### config.mk
export PLATFORM = sky130hd
export DESIGN_NAME = uart_rx
export DESIGN_NICKNAME = d
export VERILOG_FILES = /design/src/rtl/uart_pkg.sv /design/src/rtl/uart_sync_edge.sv /design/src/rtl/uart_rx.sv
export SDC_FILE = /design/constraint.sdc
export NUM_CORES = 1
export LEC_CHECK = 0
export CORE_MARGIN = 1.5
export CORE_UTILIZATION = 44
export DETAILED_ROUTE_END_ITERATION = 10
export PLACE_DENSITY = 0.67
export SLEW_MARGIN = 40
export SYNTH_ARGS = -nofsm -noshare
export SYNTH_HDL_FRONTEND = slang
export SYNTH_HIERARCHICAL = 1
export SYNTH_SLANG_ARGS = --single-unit
### constraint.sdc
create_clock -name clk -period 1.75 [get_ports clk]
set_input_delay 0.35 -clock clk [delete_from_list [all_inputs] [get_ports clk]]
set_output_delay 0.35 -clock clk [all_outputs]
set_load 0.05 [all_outputs]
### src/rtl/uart_pkg.sv
// uart_pkg: constants and types shared by the debug-link UART transmitter and
// receiver so both ends agree on bit timing and frame length.
package uart_pkg;

  // Last value of the per-bit clock counter; one bit lasts BAUD_END+1 clocks.
  // 56 keeps simulation short; use calc_baud_end() for a real board.
  localparam int BAUD_END = 56;

  // Counter value at which a bit is sampled (its midpoint).
  localparam int BAUD_MID = BAUD_END / 2;

  // Index of the stop bit within a frame (start = 0, data = 1..8, stop = 9).
  localparam int BIT_END = 9;

  // Receiver states: waiting for a start edge, validating the start bit,
  // collecting the eight data bits, checking the stop bit.
  typedef enum logic [1:0] {
    IDLE  = 2'd0,
    START = 2'd1,
    DATA  = 2'd2,
    STOP  = 2'd3
  } rx_state_t;

  // Derives BAUD_END from the system clock and line rate for a board build.
  function automatic int calc_baud_end(input int clk_hz, input int baud_rate);
    return (clk_hz / baud_rate) - 1;
  endfunction

endpackage

### src/rtl/uart_sync_edge.sv
// uart_sync_edge: brings the asynchronous serial line into the clock domain
// with two flops and flags a high-to-low transition of the synchronised line.
// All flops reset to 1, the idle level of the line, so leaving reset with the
// line already low never looks like a start edge.
module uart_sync_edge (
  input  logic clk,
  input  logic rstn,
  input  logic rx,
  output logic rx_s2,
  output logic fall
);

  logic r_rx_s1;
  logic r_rx_s2;
  logic r_rx_d;

  // Two-stage metastability filter plus one history stage for edge detection.
  always_ff @(posedge clk or negedge rstn) begin
    if (!rstn) begin
      r_rx_s1 <= 1'b1;
      r_rx_s2 <= 1'b1;
      r_rx_d  <= 1'b1;
    end else begin
      r_rx_s1 <= rx;
      r_rx_s2 <= r_rx_s1;
      r_rx_d  <= r_rx_s2;
    end
  end

  assign rx_s2 = r_rx_s2;
  assign fall  = r_rx_d & ~r_rx_s2;

endmodule

### src/rtl/uart_rx.sv
// uart_rx: serial-to-parallel receiver for the SDRAM test-harness debug link.
// Frame: 1 start bit (0), 8 data bits LSB first, 1 stop bit (1), no parity.
// Each bit is sampled at its midpoint; a good frame updates rx_data with a
// one-cycle rx_valid pulse, a low stop bit gives a one-cycle rx_err pulse.
// The receiver returns to IDLE at mid-stop so the next start edge has half a
// bit of margin, which lets back-to-back transmitter frames through.
module uart_rx #(
  parameter int BAUD_END = uart_pkg::BAUD_END
) (
  input  logic       clk,
  input  logic       rstn,
  input  logic       rx,
  output logic [7:0] rx_data,
  output logic       rx_valid,
  output logic       rx_err,
  output logic       rx_busy
);

  import uart_pkg::*;

  localparam int CW = $clog2(BAUD_END + 1);
  localparam logic [CW-1:0] CNT_END = CW'(BAUD_END);
  localparam logic [CW-1:0] CNT_MID = CW'(BAUD_END / 2);

  logic            w_rx_s2;
  logic            w_fall;

  rx_state_t       r_state;
  rx_state_t       w_state_nxt;
  logic [CW-1:0]   r_baud_cnt;
  logic [CW-1:0]   w_baud_cnt_nxt;
  logic [2:0]      r_bit_idx;
  logic [2:0]      w_bit_idx_nxt;
  logic [7:0]      r_shreg;
  logic [7:0]      w_shreg_nxt;
  logic [7:0]      r_rx_data;
  logic [7:0]      w_rx_data_nxt;
  logic            r_rx_valid;
  logic            w_rx_valid_nxt;
  logic            r_rx_err;
  logic            w_rx_err_nxt;
  logic            w_cnt_mid;
  logic            w_cnt_end;

  uart_sync_edge u_sync (
    .clk   (clk),
    .rstn  (rstn),
    .rx    (rx),
    .rx_s2 (w_rx_s2),
    .fall  (w_fall)
  );

  assign w_cnt_mid = (r_baud_cnt == CNT_MID);
  assign w_cnt_end = (r_baud_cnt == CNT_END);

  // Next-state and datapath decisions; everything holds unless a state acts.
  always_comb begin
    w_state_nxt    = r_state;
    w_baud_cnt_nxt = w_cnt_end ? '0 : r_baud_cnt + 1'b1;
    w_bit_idx_nxt  = r_bit_idx;
    w_shreg_nxt    = r_shreg;
    w_rx_data_nxt  = r_rx_data;
    w_rx_valid_nxt = 1'b0;
    w_rx_err_nxt   = 1'b0;

    case (r_state)
      IDLE: begin
        w_baud_cnt_nxt = '0;
        if (w_fall) begin
          w_state_nxt = START;
        end
      end

      START: begin
        if (w_cnt_mid && w_rx_s2) begin
          w_state_nxt    = IDLE;
          w_baud_cnt_nxt = '0;
        end else if (w_cnt_end) begin
          w_state_nxt   = DATA;
          w_bit_idx_nxt = 3'd0;
        end
      end

      DATA: begin
        if (w_cnt_mid) begin
          w_shreg_nxt = {w_rx_s2, r_shreg[7:1]};
        end
        if (w_cnt_end) begin
          if (r_bit_idx == 3'd7) begin
            w_state_nxt = STOP;
          end else begin
            w_bit_idx_nxt = r_bit_idx + 3'd1;
          end
        end
      end

      STOP: begin
        if (w_cnt_mid) begin
          w_state_nxt    = IDLE;
          w_baud_cnt_nxt = '0;
          if (w_rx_s2) begin
            w_rx_data_nxt  = r_shreg;
            w_rx_valid_nxt = 1'b1;
          end else begin
            w_rx_err_nxt = 1'b1;
          end
        end
      end

      default: begin
        w_state_nxt    = IDLE;
        w_baud_cnt_nxt = '0;
      end
    endcase
  end

  // State, counters and output registers; reset discards any partial frame.
  always_ff @(posedge clk or negedge rstn) begin
    if (!rstn) begin
      r_state    <= IDLE;
      r_baud_cnt <= '0;
      r_bit_idx  <= 3'd0;
      r_shreg    <= 8'h00;
      r_rx_data  <= 8'h00;
      r_rx_valid <= 1'b0;
      r_rx_err   <= 1'b0;
    end else begin
      r_state    <= w_state_nxt;
      r_baud_cnt <= w_baud_cnt_nxt;
      r_bit_idx  <= w_bit_idx_nxt;
      r_shreg    <= w_shreg_nxt;
      r_rx_data  <= w_rx_data_nxt;
      r_rx_valid <= w_rx_valid_nxt;
      r_rx_err   <= w_rx_err_nxt;
    end
  end

  assign rx_data  = r_rx_data;
  assign rx_valid = r_rx_valid;
  assign rx_err   = r_rx_err;
  assign rx_busy  = (r_state != IDLE);

endmodule

==> impl_metrics.json <==
{
  "grt_pass1_wl_um": 4180,
  "top_layer": "met4",
  "synthFlopType": "dfrtp_1",
  "place.gp.congestion": 0.775,
  "ctsRootBufferMaster": "clkbuf_4",
  "overflow": 0,
  "wl_met1_um": 1100,
  "final_util": 0.572,
  "clk_path_buf_depth": 2,
  "synth-edff-count": 0,
  "num_rows": 20,
  "drive_gt1_frac": 0.426,
  "critPathKind": "reg -> reg",
  "yosysWarningCount": 6,
  "grt_pass1_vias": 906,
  "vdd_drop_max_v": 0.000663,
  "antenna_cells": 0,
  "wl_met3_um": 127,
  "met2_length_um": 1260,
  "floorplan.initialDensity": 0.465,
  "areaGrowthSynthToFinish_pct": 23.1,
  "critPathArrivalTime_ns": 1.91,
  "min_period_over_period": 0.949,
  "fin_crit_ns": 1.66,
  "clk_latency_ns": 0.34,
  "rsz0062_at_grt": "no",
  "grt_use_total": 0.164,
  "required_ns": 2.00,
  "tritoncts": "yes",
  "drv_cap": 0,
  "synth_area_leaders": "dfrtp_1 (51%), mux2_2 (13%), dfstp_2 (5.5%)",
  "hold_class": "reg -> reg",
  "ys_ff_latch": 32,
  "synth_cells": 112,
  "yosysTopAreaCell": "dfrtp_1",
  "core_um2": 3080,
  "port_buffers": 13,
  "fin_skew_ns": 0.00741,
  "async_flop_share": 1.00,
  "drc": 0,
  "num-fill-cells": 264,
  "finalHoldViolations": 0,
  "syn_area_um2": 1430,
  "path_clk_slew_ns": 0.10,
  "drv_slew": 0,
  "vias": 957,
  "final_antenna_net_count": 0,
  "p_per_area_nw_per_um2": 1230,
  "slew_headroom": 0.730,
  "setup_tns_ns": 0,
  "dieHeight_um": 60.0,
  "crit_path_start_kind": "flop",
  "finalSetupViolCount": 0,
  "postCtsHoldBufs": 0,
  "wl_per_cell_um": 13.7,
  "synth_nets": 119,
  "design.die.area_um2": 3600,
  "firstDrtPassIters": 4,
  "leakagePower_nw": 0.846,
  "die_x_um": 60.0,
  "htreeDepth": 2,
  "tightest_slew_ns": 0.405,
  "io-pin-count": 14,
  "layout.nets": 147,
  "hpwl_um": 1650,
  "grt_max_degree": 33,
  "antenna_found_initial": 0,
  "numCtsBuffers": 5,
  "yosysSeqAreaShare": 0.562,
  "yosysTopAreaCellShare": 0.507,
  "outcome": "complete, no violations",
  "cts_sinks": 32,
  "worst_setup_path_end_kind": "flop",
  "clock.fmax_ghz": 0.602,
  "critical_path.max_fanout": 3,
  "via_per_inst": 5.17,
  "drt-initial-drc-count": 34,
  "wl_um": 2540,
  "synth_cell_types": 34,
  "avgSynthCellArea_um2": 12.8
}
## layer usage
| layer | GRT usage | vias up |
|---|---|---|
| met5 | 0 | - |
| met4 | 0.0825 | 0 |
| met3 | 0.0801 | 5 |
| met2 | 0.247 | 23 |
| met1 | 0.194 | 471 |
| li1 | - | 458 |
## registers in the layout, indices dropped and copies added (netlist names), named ones only
signal,count
r_baud_cnt,6
r_bit_idx,3
r_shreg,8
r_state,1
rx_data,8
rx_err,1
rx_valid,1
u_sync/r_rx_d,1
u_sync/r_rx_s1,1
u_sync/rx_s2,1
## worst paths after layout
kind / from / end / slack (ns) / cells past startpoint
worst max-delay path: r_bit_idx[0]$_DFFE_PN0P_ / r_bit_idx[1]$_DFFE_PN0P_ / 0.09 / 4
worst max register to register: r_bit_idx[0]$_DFFE_PN0P_ / r_bit_idx[1]$_DFFE_PN0P_ / 0.09 / 4
worst min register to register: u_sync/r_rx_s1$_DFF_PN1_ / u_sync/rx_s2$_DFF_PN1_ / 0.36 / 0
worst min-delay path: u_sync/r_rx_s1$_DFF_PN1_ / u_sync/rx_s2$_DFF_PN1_ / 0.36 / 0
min in group asynchronous: rstn / r_bit_idx[0]$_DFFE_PN0P_ / 0.40 / 2
max in group asynchronous: rstn / u_sync/r_rx_d$_DFF_PN1_ / 1.02 / 2
## placed cells by master (no fill, tap or decap), types with 2 or more instances in the layout
cell type / netlist / routed
dfrtp_1: 29 / 28
dfstp_2: 3 / 3
inv_1: 7 / 7
mux2_2: 16 / 16
nor3_1: 5 / 5
nor3_4: 2 / 2
nand3_1: 7 / 7
o21ai_0: 4 / 4
clkdlybuf4s50_1: 0 / 2
buf_4: 1 / 21
nand2_1: 6 / 6
o221ai_1: 3 / 2
xor2_1: 2 / 2
nor2_1: 2 / 2
clkbuf_4: 0 / 5
ha_1: 4 / 3
## through the flow
stage	total power, mW	area (um2)	std cells	setup WS, ns	hold WS [ns]
finish	2.17	1760	185	0.0897	0.362
CTS	2.16	1740	184	0.00455	0.365
detailed placement	1.59	1650	175	0.0339	0.349
global placement	1.56	1650	175	0.0925	0.348
global route	2.31	1760	185	0.00587	0.367
floorplan	1.43	1430	112	0.0795	0.0544
## worst max-delay path, cell delays in order (launching register included)
cell and delay [ns]:
dfrtp_1 0.41, ha_1 0.21, ha_1 0.20, or4_4 0.54
o221ai_2 0.20
## cell usage after synthesis, types with 2 or more instances
cell type / n
nand3_1: 7
nor3_4: 2
o21ai_0: 4
nor2_1: 2
a211oi_1: 2
mux2_2: 16
dfrtp_1: 29
nand2_1: 6
ha_1: 4
o221ai_1: 3
dfstp_2: 3
nor3_1: 5
xor2_1: 2
inv_1: 7
## cells by family (layout without fill, tap and decap cells)
kind of cell             count (synthesis)  count (layout)  synth area share
AND/OR/NAND/NOR                         33              33             0.156
XOR/XNOR                                 3               3            0.0184
buffers and inverters                   10              39            0.0297
adder cells (fa/ha/maj)                  4               4            0.0350
multiplexers                            16              16             0.126
AO/OA/AOI/OAI                           14              14            0.0726
flip-flops                              32              32             0.562
## where the power goes
group	total [mW]	internal [mW]	leakage (nW)	switching, mW
clock	0.548	0.299	0.0422	0.249
combinational	0.609	0.292	0.390	0.316
sequential	1.01	0.854	0.414	0.159
## what timing repair did
action / in CTS / in global routing
endpoints found under the setup margin: 1 / 20
buffers inserted: 1 / 1
gates cloned: 0 / 0
gates resized for setup: 1 / 4
pin swaps: 0 / 1
## area by class of cell
cell class | instances | area (um2) | area share
Tap cell | 44 | 55.1 | 0.0312
Multi-Input combinational cell | 70 | 601 | 0.341
Timing Repair Buffer | 24 | 198 | 0.112
Inverter | 7 | 26.3 | 0.0149
Clock inverter | 2 | 35.0 | 0.0199
Sequential cell | 32 | 806 | 0.457
Clock buffer | 6 | 41.3 | 0.0234
(Power assumes the default switching activity.)
